[src/rtl/generic_ahb_master_if.sv]
// Generic memory-side bus shared between the I/D arbiter and the AHB-Lite master.
// The generic_bus modport is the slave side; cpu is the requester side.
interface generic_bus_if;
   logic [31:0] addr;
   logic [31:0] wdata;
   logic [31:0] rdata;
   logic        ren;
   logic        wen;
   logic        busy;
   logic [3:0]  byte_en;

   modport generic_bus (
      input  addr, wdata, ren, wen, byte_en,
      output rdata, busy
   );

   modport cpu (
      output addr, wdata, ren, wen, byte_en,
      input  rdata, busy
   );
endinterface

[src/rtl/generic_ahb_master.sv]
// Generic-bus to AHB-Lite bridge: one non-pipelined single transfer per request,
// with byte-lane to HSIZE translation, error-response handling and a wait-state timeout.
module generic_ahb_master #(
   parameter int unsigned       ADDR_W   = 32,
   parameter int unsigned       DATA_W   = 32,
   parameter int unsigned       TIMEOUT  = 1024,
   parameter logic [DATA_W-1:0] ERR_DATA = 32'hBAD1_BAD1
) (
   input  logic                  CLK,
   input  logic                  nRST,
   generic_bus_if.generic_bus    gen_bus_if,
   output logic [ADDR_W-1:0]     HADDR,
   output logic                  HWRITE,
   output logic [1:0]            HTRANS,
   output logic [2:0]            HSIZE,
   output logic [2:0]            HBURST,
   output logic [3:0]            HPROT,
   output logic [DATA_W-1:0]     HWDATA,
   input  logic [DATA_W-1:0]     HRDATA,
   input  logic                  HREADY,
   input  logic                  HRESP,
   output logic                  bus_error
);

   localparam int unsigned CNT_W = (TIMEOUT < 2) ? 1 : $clog2(TIMEOUT + 1);
   localparam logic [1:0] HTRANS_IDLE   = 2'b00;
   localparam logic [1:0] HTRANS_NONSEQ = 2'b10;

   typedef enum logic [1:0] {IDLE, DATA, ERROR} state_t;

   state_t            state_q, state_d;
   logic [ADDR_W-1:0] haddr_q, haddr_d;
   logic              hwrite_q, hwrite_d;
   logic [2:0]        hsize_q, hsize_d;
   logic [CNT_W-1:0]  cnt_q, cnt_d;

   logic              req;
   logic [2:0]        req_size;
   logic [1:0]        req_lane;
   logic [ADDR_W-1:0] req_addr;
   logic              timed_out;
   logic              busy_c;
   logic [DATA_W-1:0] rdata_c;

   assign HBURST = 3'b000;
   assign HPROT  = 4'b0011;

   assign req       = gen_bus_if.ren | gen_bus_if.wen;
   assign timed_out = (TIMEOUT != 0) && (cnt_q == CNT_W'(TIMEOUT));

   // Contiguous aligned lane groups map to a narrow transfer; anything else goes out as a word.
   always_comb begin
      req_size = 3'd2;
      req_lane = 2'b00;
      case (gen_bus_if.byte_en)
         4'b1111: begin req_size = 3'd2; req_lane = 2'b00; end
         4'b0011: begin req_size = 3'd1; req_lane = 2'b00; end
         4'b1100: begin req_size = 3'd1; req_lane = 2'b10; end
         4'b0001: begin req_size = 3'd0; req_lane = 2'b00; end
         4'b0010: begin req_size = 3'd0; req_lane = 2'b01; end
         4'b0100: begin req_size = 3'd0; req_lane = 2'b10; end
         4'b1000: begin req_size = 3'd0; req_lane = 2'b11; end
         default: begin req_size = 3'd2; req_lane = 2'b00; end
      endcase
   end

   assign req_addr = {gen_bus_if.addr[ADDR_W-1:2], req_lane};

   always_comb begin
      state_d  = state_q;
      haddr_d  = haddr_q;
      hwrite_d = hwrite_q;
      hsize_d  = hsize_q;
      cnt_d    = cnt_q;
      case (state_q)
         IDLE: begin
            if (req && HREADY) begin
               state_d  = DATA;
               haddr_d  = req_addr;
               hwrite_d = gen_bus_if.wen;
               hsize_d  = req_size;
               cnt_d    = '0;
            end
         end
         DATA: begin
            if (HREADY || timed_out) begin
               state_d = IDLE;
               cnt_d   = '0;
            end else if (HRESP) begin
               state_d = ERROR;
            end else if (TIMEOUT != 0) begin
               cnt_d = cnt_q + 1'b1;
            end
         end
         ERROR: begin
            if (HREADY) begin
               state_d = IDLE;
               cnt_d   = '0;
            end
         end
         default: state_d = IDLE;
      endcase
   end

   always_ff @(posedge CLK, negedge nRST) begin
      if (!nRST) begin
         state_q  <= IDLE;
         haddr_q  <= '0;
         hwrite_q <= 1'b0;
         hsize_q  <= '0;
         cnt_q    <= '0;
      end else begin
         state_q  <= state_d;
         haddr_q  <= haddr_d;
         hwrite_q <= hwrite_d;
         hsize_q  <= hsize_d;
         cnt_q    <= cnt_d;
      end
   end

   // Outputs are combinational so completion and read data land in the data-phase cycle;
   // gating with nRST forces the reset values without waiting for a clock.
   always_comb begin
      HTRANS    = HTRANS_IDLE;
      HADDR     = '0;
      HWRITE    = 1'b0;
      HSIZE     = '0;
      HWDATA    = '0;
      busy_c    = 1'b1;
      rdata_c   = '0;
      bus_error = 1'b0;
      if (nRST) begin
         case (state_q)
            IDLE: begin
               if (req) begin
                  HTRANS = HTRANS_NONSEQ;
                  HADDR  = req_addr;
                  HWRITE = gen_bus_if.wen;
                  HSIZE  = req_size;
               end
            end
            DATA: begin
               HADDR  = haddr_q;
               HWRITE = hwrite_q;
               HSIZE  = hsize_q;
               HWDATA = gen_bus_if.wdata;
               if (HREADY) begin
                  busy_c = 1'b0;
                  if (HRESP) begin
                     bus_error = 1'b1;
                     if (!hwrite_q) rdata_c = ERR_DATA;
                  end else if (!hwrite_q) begin
                     rdata_c = HRDATA;
                  end
               end else if (timed_out) begin
                  busy_c    = 1'b0;
                  bus_error = 1'b1;
                  if (!hwrite_q) rdata_c = ERR_DATA;
               end
            end
            ERROR: begin
               HADDR  = haddr_q;
               HWRITE = hwrite_q;
               HSIZE  = hsize_q;
               HWDATA = gen_bus_if.wdata;
               if (HREADY) begin
                  busy_c    = 1'b0;
                  bus_error = 1'b1;
                  if (!hwrite_q) rdata_c = ERR_DATA;
               end
            end
            default: ;
         endcase
      end
   end

   assign gen_bus_if.busy  = busy_c;
   assign gen_bus_if.rdata = rdata_c;

endmodule
[src/flat_wrapper.sv]
// flat-port wrapper written by rule: the top's interface ports become plain ports
module generic_ahb_master_flat 
#(
   parameter int unsigned       ADDR_W   = 32,
   parameter int unsigned       DATA_W   = 32,
   parameter int unsigned       TIMEOUT  = 1024,
   parameter logic [DATA_W-1:0] ERR_DATA = 32'hBAD1_BAD1
)
  (CLK, nRST, HADDR, HWRITE, HTRANS, HSIZE, HBURST, HPROT, HWDATA, HRDATA, HREADY, HRESP, bus_error, gen_bus_if_addr, gen_bus_if_wdata, gen_bus_if_ren, gen_bus_if_wen, gen_bus_if_byte_en, gen_bus_if_rdata, gen_bus_if_busy);
  generic_bus_if gen_bus_if_i ();
  input  logic CLK;
  input  logic nRST;
  output logic [ADDR_W-1:0] HADDR;
  output logic HWRITE;
  output logic [1:0] HTRANS;
  output logic [2:0] HSIZE;
  output logic [2:0] HBURST;
  output logic [3:0] HPROT;
  output logic [DATA_W-1:0] HWDATA;
  input  logic [DATA_W-1:0] HRDATA;
  input  logic HREADY;
  input  logic HRESP;
  output logic bus_error;
  input wire logic [$bits(gen_bus_if_i.addr)-1:0] gen_bus_if_addr;
  input wire logic [$bits(gen_bus_if_i.wdata)-1:0] gen_bus_if_wdata;
  input wire logic [$bits(gen_bus_if_i.ren)-1:0] gen_bus_if_ren;
  input wire logic [$bits(gen_bus_if_i.wen)-1:0] gen_bus_if_wen;
  input wire logic [$bits(gen_bus_if_i.byte_en)-1:0] gen_bus_if_byte_en;
  output wire logic [$bits(gen_bus_if_i.rdata)-1:0] gen_bus_if_rdata;
  output wire logic [$bits(gen_bus_if_i.busy)-1:0] gen_bus_if_busy;
  assign gen_bus_if_i.addr = gen_bus_if_addr;
  assign gen_bus_if_i.wdata = gen_bus_if_wdata;
  assign gen_bus_if_i.ren = gen_bus_if_ren;
  assign gen_bus_if_i.wen = gen_bus_if_wen;
  assign gen_bus_if_i.byte_en = gen_bus_if_byte_en;
  assign gen_bus_if_rdata = gen_bus_if_i.rdata;
  assign gen_bus_if_busy = gen_bus_if_i.busy;
  generic_ahb_master #(.ADDR_W(ADDR_W), .DATA_W(DATA_W), .TIMEOUT(TIMEOUT), .ERR_DATA(ERR_DATA)) u_core (.CLK(CLK), .nRST(nRST), .gen_bus_if(gen_bus_if_i), .HADDR(HADDR), .HWRITE(HWRITE), .HTRANS(HTRANS), .HSIZE(HSIZE), .HBURST(HBURST), .HPROT(HPROT), .HWDATA(HWDATA), .HRDATA(HRDATA), .HREADY(HREADY), .HRESP(HRESP), .bus_error(bus_error));
endmodule
[config.mk]
export PLATFORM = sky130hd
export DESIGN_NAME = generic_ahb_master_flat
export DESIGN_NICKNAME = d
export VERILOG_FILES = /design/src/rtl/generic_ahb_master_if.sv /design/src/rtl/generic_ahb_master.sv /design/src/flat_wrapper.sv
export SDC_FILE = /design/constraint.sdc
export NUM_CORES = 1
export LEC_CHECK = 0
export ABC_AREA = 1
export BUFFER_PORTS_ARGS = -buffer_cell sky130_fd_sc_hd__buf_2
export CORE_ASPECT_RATIO = 0.9
export CORE_MARGIN = 3
export CORE_UTILIZATION = 44
export DETAILED_ROUTE_END_ITERATION = 7
export GPL_ROUTABILITY_DRIVEN = 0
export GPL_TIMING_DRIVEN = 0
export PLACE_DENSITY = 0.85
export SYNTH_ARGS = -nofsm -noshare
export SYNTH_HDL_FRONTEND = slang
export SYNTH_SLANG_ARGS = --single-unit
[constraint.sdc]
create_clock -name CLK -period 2.3 [get_ports CLK]
set_input_delay 0.345 -clock CLK [delete_from_list [all_inputs] [get_ports CLK]]
set_output_delay 0.345 -clock CLK [all_outputs]
set_load 0.005 [all_outputs]
==> impl_metrics.tcl <==
set metrics [dict create \
    ys_seq_area_share_pct 33.4 \
    drive_above_1_share_pct 38.9 \
    worstSetupPathType "register to output port" \
    wl_um 12400 \
    ir_worst_vdd_mv 0.522 \
    clk_path_buf_depth 2 \
    via_per_inst 5.03 \
    timing_hold_violations_final 37 \
    nets 919 \
    layout.cells.non_filler 904 \
    synth_area_um2 3590 \
    grt_max_degree 53 \
    syn_area_per_cell_um2 6.23 \
    final_util_pct 66.2 \
    portBuffers 205 \
    dp_cells 885 \
    timing.rr.end "u_core.cnt_q[0]" \
    ys_seq_elements 48 \
    slowest_stage "dfrtp_1" \
    ys_warn_count 0 \
    initial_utilization_pct 46.5 \
    r2r-start "u_core.state_q[0]" \
    ioPinCount 217 \
    grt_first_pass_wirelength_um 19100 \
    drc_errors 0 \
    critical_path.max_stage_delay_ns 0.47 \
    grt_usage_pct 25.0 \
    drt_pass1_iterations 6 \
    critPathCaptureType "output port" \
    maxCapViolations 0 \
    synth_cell_types 26 \
    rsz0062_at_grt "yes" \
    antenna_cells 0 \
    antenna_found_initial 0 \
    cts.sinks 48 \
    p_leak_nw 2.92 \
    p_per_area_nw_per_um2 874 \
    path_cells "nor2_1, nand2_1, nor2_2, nand2_2, nand2_4, buf_4, nand3_2, a21oi_2, buf_2" \
    wl_per_cell_um 13.7 \
    skew_ns 0.0136 \
    arrival_ns 1.90 \
    setup_violations 0 \
    antenna_left 0 \
    slew_viol_final 0 \
    path_clk_slew_ns 0.10 \
    p_total_mw 4.48 \
    required_ns 1.96 \
    cts_tree "built" \
    violations "negative hold slack" \
    fill_cells 692 \
    die_h_um 91.8 \
    syn-instance-count 577 \
    core-area_um2 7730 \
    start_kind "register" \
    clock_latency_ns 0.31 \
    dieArea_um2 9290 \
    dp_slack_ns -0.460 \
    reg2regPathDepth 11 \
    critPathMaxFanout 6 \
    finalCriticalPeriod_ns 2.25 \
    grt_pass1_vias 4066 \
    cts_buffers 5 \
    outcome "complete, but fails checks" \
    cts_hold_buffers 0 \
    overflow 0 \
    dr_total_vias 4546 \
    worst-r2r-setup-slack_ns 0.64 \
    hold_path_class "primary input to async pin" \
    fp.dieW_um 101 \
    drt_iter0_markers 311 \
    core.rowCount 30 \
    worst_slack_ns 0.0520 \
    ctsRootBufferMaster "clkbuf_8" \
    dp_hpwl_um 9310 \
    syn2layout_area_growth_pct 42.5 \
    hold-worst-slack_ns -0.0223 \
    max_freq_mhz 445 \
    post-route-period-util_pct 97.7 \
    htreeDepth 2 \
]
[Yosys cell counts]
cell        n  share of area, %
nand2_1   179                19
nor2_1     72               7.5
inv_1      58               6.1
a21oi_1    54               7.5
dfrtp_1    48                33
nand3_1    35               4.9
o21ai_0    35               4.9
clkbuf_1   18               1.9
or2_2      18               3.1
buf_2      11               1.5
buf_4       9               1.9
ha_1        6               2.1
nand4_1     5              0.87
buf_6       3              0.94
inv_2       3              0.31
nand2_2     3              0.52
o21ai_1     3              0.42
o21ai_2     3              0.73
xor2_1      3              0.73
conb_1      2              0.21
nor2_2      2              0.35
nor3_1      2              0.28
xnor2_1     2              0.49
nand2_4     1              0.31
o21bai_1    1              0.21
o22ai_1     1              0.17
[critical path, delay by kind of cell (launching register included)]
| family | cells | cell delay (ns) |
|---|---|---|
| and+or+nand+nor | 6 | 0.65 |
| DFF | 1 | 0.47 |
| buffers and inverters | 2 | 0.28 |
| AOI/OAI and AO/OA | 1 | 0.20 |
[metrics by stage]
stage                     cell area [µm²]  hold WS, ns  setup TNS (ns)
after floorplan                      3620       0.0494               0
after global placement               4770        0.463          -30.85
after detailed placement             4770        0.466          -31.67
after CTS                            4950       0.0898               0
after global routing                 5120       0.0141          -0.190
final                                5120      -0.0223               0
[cells by family after synthesis]
kind of cell	after synthesis	synth area share, %
and+or+nand+nor	317	36.5
buffers and inverters	102	12.6
AOI/OAI and AO/OA	97	13.9
DFF	48	33.4
adders and majority gates	6	2.09
xor gates and xnor gates	5	1.22
other	2	0.209
[state kept, by name, summed over array words and instances, names as in the netlist]
register         flops
u_core.state_q       2
u_core.haddr_q      32
u_core.cnt_q        11
u_core.hwrite_q      1
u_core.hsize_q       2
[area by class of cell]
type / count / area [µm²] / share of cell area (%)
Multi-Input combinational cell: 435 / 2080 / 40.6
Timing Repair Buffer: 216 / 1110 / 21.7
Inverter: 61 / 229 / 4.47
Clock inverter: 2 / 35.0 / 0.684
Sequential cell: 48 / 1200 / 23.5
Buffer: 40 / 272 / 5.30
Clock buffer: 6 / 72.6 / 1.42
Tap cell: 96 / 120 / 2.35
[report_power, final]
| group | internal [mW] | switching, mW |
|---|---|---|
| clock | 0.323 | 0.291 |
| combinational | 1.03 | 1.52 |
| sequential | 1.15 | 0.171 |
[cells in the final DEF (no fill, tap or decap), types with 8 or more instances in the layout]
master,n
inv_1,55
dfrtp_1,46
nand3_1,31
clkbuf_2,8
conb_1,9
a21oi_1,45
buf_2,213
or2_2,18
nand2_1,177
buf_6,9
a21oi_2,9
nor2_1,70
o21ai_0,35
buf_4,20
[routing by layer]
| metal | vias to the layer above | wire, µm | track usage, % | part of all wire, % |
|---|---|---|---|---|
| li1 | 2251 | - | - | - |
| met1 | 2073 | 4940 | 32.7 | 40 |
| met2 | 204 | 6240 | 42.0 | 50 |
| met3 | 18 | 1010 | 5.17 | 8.2 |
| met4 | 0 | 165 | 5.87 | 1.3 |
| met5 | - | 0 | 0 | 0 |
[worst max-delay path by stage]
stage	startpoint	endpoint	slack [ns]	depth (start not counted)
global placement	nRST	gen_bus_if_rdata[11]	-0.44	5
finish	u_core.cnt_q[5]	gen_bus_if_rdata[11]	0.05	9
floorplan	u_core.state_q[0]	gen_bus_if_rdata[10]	0.51	8
global route	u_core.state_q[1]	gen_bus_if_rdata[17]	-0.02	9
CTS	u_core.state_q[1]	gen_bus_if_rdata[0]	0.005	7
detailed placement	nRST	gen_bus_if_rdata[17]	-0.46	7
[what timing repair did]
action / CTS / global route
resized for setup: 20 / 51
setup endpoints to repair: 100 / 93
setup buffers: 3 / 7
gates cloned: 0 / 2
pin swaps: 0 / 5
Note: power is estimated with default switching activity, not from simulation.
